### src/rtl/sipo_shiftreg_if.sv
// sipo_shiftreg_if
// Bundles the control, handshake and status signals of the serial-to-parallel
// receive shifter. The clock and reset are not part of this bundle.
//
// Signals:
//   clear_in     flush the partial word and the overrun flag
//   shift_in     sample bit_in on this clock edge
//   bit_in       serial data bit
//   ack_in       consumer accepts data_out
//   data_out     last completed word
//   valid_out    data_out holds a word that has not been acknowledged
//   busy_out     a partial word is in progress
//   overrun_out  sticky: a word was dropped because the holding register was full
//
// Modports:
//   master  the side that feeds bits and consumes words
//   slave   the receive shifter itself
interface sipo_shiftreg_if #(
   parameter int WIDTH = 8
);
   logic             clear_in;
   logic             shift_in;
   logic             bit_in;
   logic             ack_in;
   logic [WIDTH-1:0] data_out;
   logic             valid_out;
   logic             busy_out;
   logic             overrun_out;

   modport master (
      output clear_in, shift_in, bit_in, ack_in,
      input  data_out, valid_out, busy_out, overrun_out
   );

   modport slave (
      input  clear_in, shift_in, bit_in, ack_in,
      output data_out, valid_out, busy_out, overrun_out
   );
endinterface

### src/rtl/sipo_hold_reg.sv
// sipo_hold_reg
// One-word holding register that sits behind the receive shifter. It presents
// each completed word to the consumer with a valid/ack handshake and flags an
// overrun when a new word arrives while the previous one is still unread.
//
// Ports:
//   clock_in     system clock, rising edge
//   n_reset_in   asynchronous reset, active low
//   clear_in     clears the overrun flag (held word and valid are kept)
//   ack_in       consumer accepts data_out; ignored while valid_out is low
//   word_done    a complete word is available on word this cycle
//   word         the completed word
//   data_out     held word, stable while valid_out is high
//   valid_out    data_out holds an unacknowledged word
//   overrun_out  sticky overrun flag
module sipo_hold_reg #(
   parameter int WIDTH = 8
) (
   input  logic             clock_in,
   input  logic             n_reset_in,
   input  logic             clear_in,
   input  logic             ack_in,
   input  logic             word_done,
   input  logic [WIDTH-1:0] word,
   output logic [WIDTH-1:0] data_out,
   output logic             valid_out,
   output logic             overrun_out
);

   // The slot counts as free when empty, or when the consumer empties it on
   // this very edge, so a back-to-back word with an ack never overruns.
   logic hold_free;

   assign hold_free = !valid_out || ack_in;

   // Load a new word only into a free slot; otherwise drop it and remember the
   // loss. clear_in is applied last so it wins over a simultaneous overrun.
   always_ff @(posedge clock_in or negedge n_reset_in) begin
      if (!n_reset_in) begin
         data_out    <= '0;
         valid_out   <= 1'b0;
         overrun_out <= 1'b0;
      end else begin
         if (word_done) begin
            if (hold_free) begin
               data_out  <= word;
               valid_out <= 1'b1;
            end else begin
               overrun_out <= 1'b1;
            end
         end else if (valid_out && ack_in) begin
            valid_out <= 1'b0;
         end
         if (clear_in) begin
            overrun_out <= 1'b0;
         end
      end
   end

endmodule

### src/rtl/sipo_shiftreg.sv
// sipo_shiftreg
// Serial-to-parallel receive shift register. Assembles WIDTH bits strobed in by
// shift_in and hands each completed word to a one-word holding register with a
// valid/ack handshake and a sticky overrun flag.
//
// Parameters:
//   WIDTH  word width in bits (>= 2)
//   LEFT   0: LSB first, bits enter at the MSB and shift right
//          1: MSB first, bits enter at the LSB and shift left
//
// Ports:
//   clock_in    system clock, rising edge
//   n_reset_in  asynchronous reset, active low
//   bus         sipo_shiftreg_if slave modport (control, handshake, status)
module sipo_shiftreg #(
   parameter int WIDTH = 8,
   parameter bit LEFT  = 1'b0
) (
   input  logic              clock_in,
   input  logic              n_reset_in,
   sipo_shiftreg_if.slave    bus
);

   function automatic int clog2(input int value);
      int result;
      result = 0;
      for (int v = value - 1; v > 0; v = v >> 1) begin
         result++;
      end
      return result;
   endfunction

   localparam int              CNT_W      = clog2(WIDTH);
   localparam logic [CNT_W-1:0] LAST_COUNT = CNT_W'(WIDTH - 1);

   logic [WIDTH-1:0] shift_reg;
   logic [WIDTH-1:0] shift_next;
   logic [CNT_W-1:0] bit_count;
   logic             word_done;

   // The shifted value is formed once and used both as the register update and
   // as the completed word, so the word includes the bit sampled on this edge.
   always_comb begin
      shift_next = shift_reg;
      if (LEFT) begin
         shift_next = {shift_reg[WIDTH-2:0], bus.bit_in};
      end else begin
         shift_next = {bus.bit_in, shift_reg[WIDTH-1:1]};
      end
   end

   assign word_done = bus.shift_in && !bus.clear_in && (bit_count == LAST_COUNT);

   // Shift/count datapath. clear_in beats shift_in, and the count wraps to 0
   // on the completing edge so the next word starts without a gap cycle.
   always_ff @(posedge clock_in or negedge n_reset_in) begin
      if (!n_reset_in) begin
         shift_reg <= '0;
         bit_count <= '0;
      end else if (bus.clear_in) begin
         shift_reg <= '0;
         bit_count <= '0;
      end else if (bus.shift_in) begin
         shift_reg <= shift_next;
         if (word_done) begin
            bit_count <= '0;
         end else begin
            bit_count <= bit_count + CNT_W'(1);
         end
      end
   end

   assign bus.busy_out = (bit_count != '0);

   sipo_hold_reg #(
      .WIDTH (WIDTH)
   ) u_hold (
      .clock_in    (clock_in),
      .n_reset_in  (n_reset_in),
      .clear_in    (bus.clear_in),
      .ack_in      (bus.ack_in),
      .word_done   (word_done),
      .word        (shift_next),
      .data_out    (bus.data_out),
      .valid_out   (bus.valid_out),
      .overrun_out (bus.overrun_out)
   );

endmodule

### src/flat_wrapper.sv
// flat-port wrapper written by rule: the top's interface ports become plain ports
module sipo_shiftreg_flat 
#(
   parameter int WIDTH = 8,
   parameter bit LEFT  = 1'b0
)
  (clock_in, n_reset_in, bus_clear_in, bus_shift_in, bus_bit_in, bus_ack_in, bus_data_out, bus_valid_out, bus_busy_out, bus_overrun_out);
  sipo_shiftreg_if #(.WIDTH(WIDTH)) bus_i ();
  input  logic clock_in;
  input  logic n_reset_in;
  input wire logic [$bits(bus_i.clear_in)-1:0] bus_clear_in;
  input wire logic [$bits(bus_i.shift_in)-1:0] bus_shift_in;
  input wire logic [$bits(bus_i.bit_in)-1:0] bus_bit_in;
  input wire logic [$bits(bus_i.ack_in)-1:0] bus_ack_in;
  output wire logic [$bits(bus_i.data_out)-1:0] bus_data_out;
  output wire logic [$bits(bus_i.valid_out)-1:0] bus_valid_out;
  output wire logic [$bits(bus_i.busy_out)-1:0] bus_busy_out;
  output wire logic [$bits(bus_i.overrun_out)-1:0] bus_overrun_out;
  assign bus_i.clear_in = bus_clear_in;
  assign bus_i.shift_in = bus_shift_in;
  assign bus_i.bit_in = bus_bit_in;
  assign bus_i.ack_in = bus_ack_in;
  assign bus_data_out = bus_i.data_out;
  assign bus_valid_out = bus_i.valid_out;
  assign bus_busy_out = bus_i.busy_out;
  assign bus_overrun_out = bus_i.overrun_out;
  sipo_shiftreg #(.WIDTH(WIDTH), .LEFT(LEFT)) u_core (.clock_in(clock_in), .n_reset_in(n_reset_in), .bus(bus_i));
endmodule
### config.mk
export PLATFORM = sky130hd
export DESIGN_NAME = sipo_shiftreg_flat
export DESIGN_NICKNAME = d
export VERILOG_FILES = /design/src/rtl/sipo_shiftreg_if.sv /design/src/rtl/sipo_hold_reg.sv /design/src/rtl/sipo_shiftreg.sv /design/src/flat_wrapper.sv
export SDC_FILE = /design/constraint.sdc
export NUM_CORES = 1
export LEC_CHECK = 0
export BUFFER_PORTS_ARGS = -buffer_cell sky130_fd_sc_hd__buf_2
export CAP_MARGIN = 40
export CORE_UTILIZATION = 46
export DETAILED_ROUTE_END_ITERATION = 6
export PLACE_DENSITY = 0.69
export SYNTH_ARGS = -nofsm -noshare
export SYNTH_HDL_FRONTEND = slang
export SYNTH_SLANG_ARGS = --single-unit
### constraint.sdc
create_clock -name clock_in -period 4.7 [get_ports clock_in]
set_clock_uncertainty 0.15 [all_clocks]
set_input_delay 0.94 -clock clock_in [delete_from_list [all_inputs] [get_ports clock_in]]
set_output_delay 0.94 -clock clock_in [all_outputs]
set_load 0.02 [all_outputs]
== Word level (Yosys, flattened, before mapping) ==
Index checks and enable logic that the tools add are counted.
Storage, ports and cells
  memories: 0
  ROM bits: 0
  flip-flop bits (word level): 21
  bits in latches: 0
  bits in writable memories: 0
Cells by class
  shifts and indexed selects: 0
  bitwise gates (word level): 0
  $lt $le $gt $ge: 0
  add/subtract/negate cells: 1
  equality and inequality tests: 3
  reductions and logical operators: 13
  muxes and demuxes: 11
  multiply operators: 0
  divide/modulo/power cells: 0
Operator list (number)
  8-bit 2-to-1 mux: 2
  3-bit 2-to-1 mux: 3
  1-bit 2-to-1 mux: 6
  2-bit AND reduction: 3
  2-bit nonzero test: 3
  3-bit by 1-bit adder with 3-bit output (second input constant): 1
  3-bit equality test (second input constant): 1
  1-bit logical AND: 3
  3-bit nonzero test: 1
  1-bit zero test: 2
  2-bit by 1-bit != test with 1-bit output (second input constant): 1
  2-bit != test (second input constant): 1
  1-bit logical OR: 1

== Logic depth before layout (Yosys ltp) ==
  depth in word-level cells: 6
  gate-level depth with buffers: 5

== Hierarchy ==
From an unflattened synthesis, not the netlist that was laid out.
Unflattened totals
  cells, all modules: 65
  area, all modules: 883.3 µm²
Modules (own cells, without submodules)
  sipo_shiftreg: sequential area each 250.2 µm², cells each 41, instances 1, area each 466.7 µm²
  sipo_hold_reg: sequential area each 250.2 µm², cells each 24, instances 1, area each 416.6 µm²

== Worst setup path before layout ==
No wires, ideal clock.
  path kind: input to register
  start: input port bus_ack_in
  end: register u_core.u_hold.data_out[7]
  setup slack: 2749 ps
  buffers on the path: 0
  setup time: 125 ps
  data arrival time: 1676 ps
  stages: 3
  cells stage by stage: nor2b_1 > nor3_4 > mux2_2
Between the ends
  cells in the longest elaborated chain, start to end: 2
Ends and longest elaborated chain
  start, declared: line flat_wrapper.sv:14  | input wire logic [$bits(bus_i.ack_in)-1:0] bus_ack_in;
  1-bit logical OR: line sipo_hold_reg.sv:34  | assign hold_free = !valid_out || ack_in;
  2-bit AND reduction (no source line)
  end signal, assigned: line sipo_hold_reg.sv:46  | data_out <= word;
  end, declared: line sipo_hold_reg.sv:25  | output logic [WIDTH-1:0] data_out,
No other way between the ends.
A chain may end at the register's enable or synchronous reset.

== Worst setup path after layout ==
  start: register u_core.bit_count[0]
  end: output port bus_busy_out
Between the ends
  cells in the longest elaborated chain, start to end: 1
Ends and longest elaborated chain
  start, declared: line sipo_shiftreg.sv:38  | logic [CNT_W-1:0] bit_count;
  start signal, assigned: line sipo_shiftreg.sv:68  | bit_count <= bit_count + CNT_W'(1);
  3-bit nonzero test: line sipo_shiftreg.sv:73  | assign bus.busy_out = (bit_count != '0);
  end, declared: line flat_wrapper.sv:17  | output wire logic [$bits(bus_i.busy_out)-1:0] bus_busy_out;
No other way between the ends.

==> out/summary.txt <==
Max Root-Sink Buffers -> 2
async set-or-reset flop fraction in the synthesized netlist -> 100%
I/O Buffers -> 16
outcome -> complete, no violations
num ports -> 17
cts hold-fix bufs -> 0
CP startpoint -> u_core.bit_count[0]$_DFFE_PN0P_
Core Box Area -> 0.00171 mm²
Synth area leader -> dfrtp_1
Yosys reg bits -> 20
design area -> 961 µm²
Top FF cell, synth -> dfrtp_1
sequential area share after synthesis -> 59.9%
post-CTS setup buffer count -> 0
Critical Path Fanout Max -> 3
f_max -> 0.448 GHz
Final Hold Violating Endpoints -> 0
total die area -> 0.00199 mm²
Initial Util -> 48.9%
CTS H-tree lvls -> 1
minimum clock period -> 2230 ps
met3 layer usage reported by global route -> 2.45%
worst hold path class -> register to register
hold_sp -> u_core.u_hold.overrun_out$_DFFE_PN0P_
max reg flops -> 8
MaxCap Viol Count -> 0
WP data arrival -> 1140 ps
endpoints failing setup -> 0
vias per inst -> 4.84
DRC Markers -> 0
placed inst area -> 938 µm²
Mapped Cells -> 63
pin count of the biggest net entering global routing -> 21
r2r setup slk -> 2850 ps
CTS Buf Count -> 3
slowest cell delay on critical path -> 400 ps
GPL Wtd Cong -> 0.679
Post-Syn Area -> 836 µm²
slew margin rel. -> 70.3%
EDFF count, synth -> 0
met1 usage -> 19.8%
Crit Path Category -> register to output pin
pins over their slew limit -> 0
met2 GRT Util -> 19.7%
Final period util -> 47.5%
Critical-path top delay cell -> dfrtp_1
average routed wire per standard cell -> 11.5 µm
worst r2r src -> u_core.bit_count[0]$_DFFE_PN0P_
RSZ-0062 raised after global routing -> false
crit end category -> output pin
CP required -> 3610 ps
top-count cell post-synth -> dfrtp_1
final WL -> 1210 µm
first-pass GRT wire length -> 1960 µm
hold path depth -> 2
1st-iter DRT viols -> 3
Post-Route Setup TNS -> 0 ps
CTS Root Cell -> clkbuf_4
Die Span Y -> 44.6 µm
Leak -> 0.524 nW
initial antenna violation count -> 0
Die Wd -> 44.6 µm
crit path cell chain -> inv_1 -> ha_1 -> nand2b_1 -> buf_2
Antenna Nets Post-Route -> 0
number of cell rows -> 15
fraction of layout cells with a size suffix above 1 -> 35.0%
synth unique cells -> 17
worst skew pair latency -> 290 ps
1st-pass router iterations -> 3
nets@finish -> 91
CP Launch Type -> register
top cell type's share of synthesized area -> 59.9%
GRT Max-Usage Layer -> met1
cts repair resizes -> 0
n_diodes -> 0
Avg Cell Area, Syn -> 13.3 µm²
vias in the first global route -> 447
total clock sinks -> 20
Slew @ Worst Pin -> 445 ps
TritonCTS clock tree -> yes
Net Count, Synth -> 72
crit path to -> bus_busy_out
Cell Pwr Density -> 286 mW/mm²
DP Wirelength -> 864 µm
Layout area overhead -> 15.0%
gr ovfl total -> 0
Worst-path clk slew -> 100 ps
Commonest cells post-synth -> dfrtp_1, nor2_1, mux2_2, mux2i_1, ha_1
Vias -> 508
reg2reg path depth -> 5
r2r endpoint -> u_core.u_hold.data_out[3]$_DFFE_PN0P_
Max IR drop VDD -> 0.198 mV
Area contributors post-synth -> dfrtp_1, mux2_2, mux2i_1
GRT Overall Usage -> 13.7%
Synthesis Warnings -> 0
## power by group
group | switching [W] | internal, W
logic | 0.0000134 | 0.00000807
registers | 0.00000227 | 0.000175
clock network | 0.0000462 | 0.0000298
## worst min path at each step
stage          slack [ps]                                    end
3_5_place_dp          330  u_core.u_hold.overrun_out$_DFFE_PN0P_
3_3_place_gp          330  u_core.u_hold.overrun_out$_DFFE_PN0P_
2_1_floorplan         330  u_core.u_hold.data_out[0]$_DFFE_PN0P_
6_report              350  u_core.u_hold.overrun_out$_DFFE_PN0P_
4_1_cts               360  u_core.u_hold.overrun_out$_DFFE_PN0P_
5_1_grt               380  u_core.u_hold.data_out[3]$_DFFE_PN0P_
## layer usage
| layer | wire (µm) | up-vias |
|---|---|---|
| li1 | - | 253 |
| met1 | 616 | 245 |
| met2 | 541 | 8 |
| met3 | 28 | 2 |
| met4 | 18 | 0 |
| met5 | 0 | - |
## area by class of cell
type                            instances  area, µm²
Fill cell                             155        747
Sequential cell                        20        500
Multi-Input combinational cell         39        319
Timing Repair Buffer                   16       80.1
Tap cell                               25       31.3
Clock buffer                            3       22.5
Inverter                                2       7.51
## through the flow
| stage | instances | utilization, % | setup slack [ps] | hold slack (ps) | power, W |
|---|---|---|---|---|---|
| finish | 105 | 56.3 | 2470 | 346 | 0.000275 |
| global route | 105 | 56.3 | 2400 | 379 | 0.000287 |
| CTS | 105 | 56.3 | 2440 | 357 | 0.000281 |
| detailed placement | 102 | 54.9 | 2280 | 332 | 0.000202 |
| global placement | 102 | 54.9 | 2300 | 325 | 0.000202 |
| floorplan | 63 | - | 2750 | 329 | 0.000193 |
## cells in the final DEF, fill, tap and decap left out
cell	instances
buf_2	16
a31oi_1	1
xnor2_1	1
dfrtp_1	20
nand3b_1	1
nor2_1	10
a21oi_1	1
nor2b_1	1
o21bai_1	1
nor3_4	1
nand2_1	1
inv_1	2
ha_1	3
mux2_2	8
nand2b_1	2
mux2i_1	8
clkbuf_4	3
## worst max-delay path: cells and delay by family, from the launching register on
family / cells / cell delay, ps
DFF: 1 / 400
and+or+nand+nor: 1 / 60
adders and majority gates: 1 / 190
buffers and inverters: 2 / 210
## cells by family after synthesis
logic type / after synthesis / synth area share [%]
buffers and inverters: 4 / 1.95
AND/OR/NAND/NOR: 16 / 10.0
multiplexers: 16 / 20.4
flip-flops: 20 / 59.9
XOR/XNOR: 1 / 1.05
adder cells (fa/ha/maj): 3 / 4.49
AO/OA/AOI/OAI: 3 / 2.25
Power figures use the tool's default switching activity.
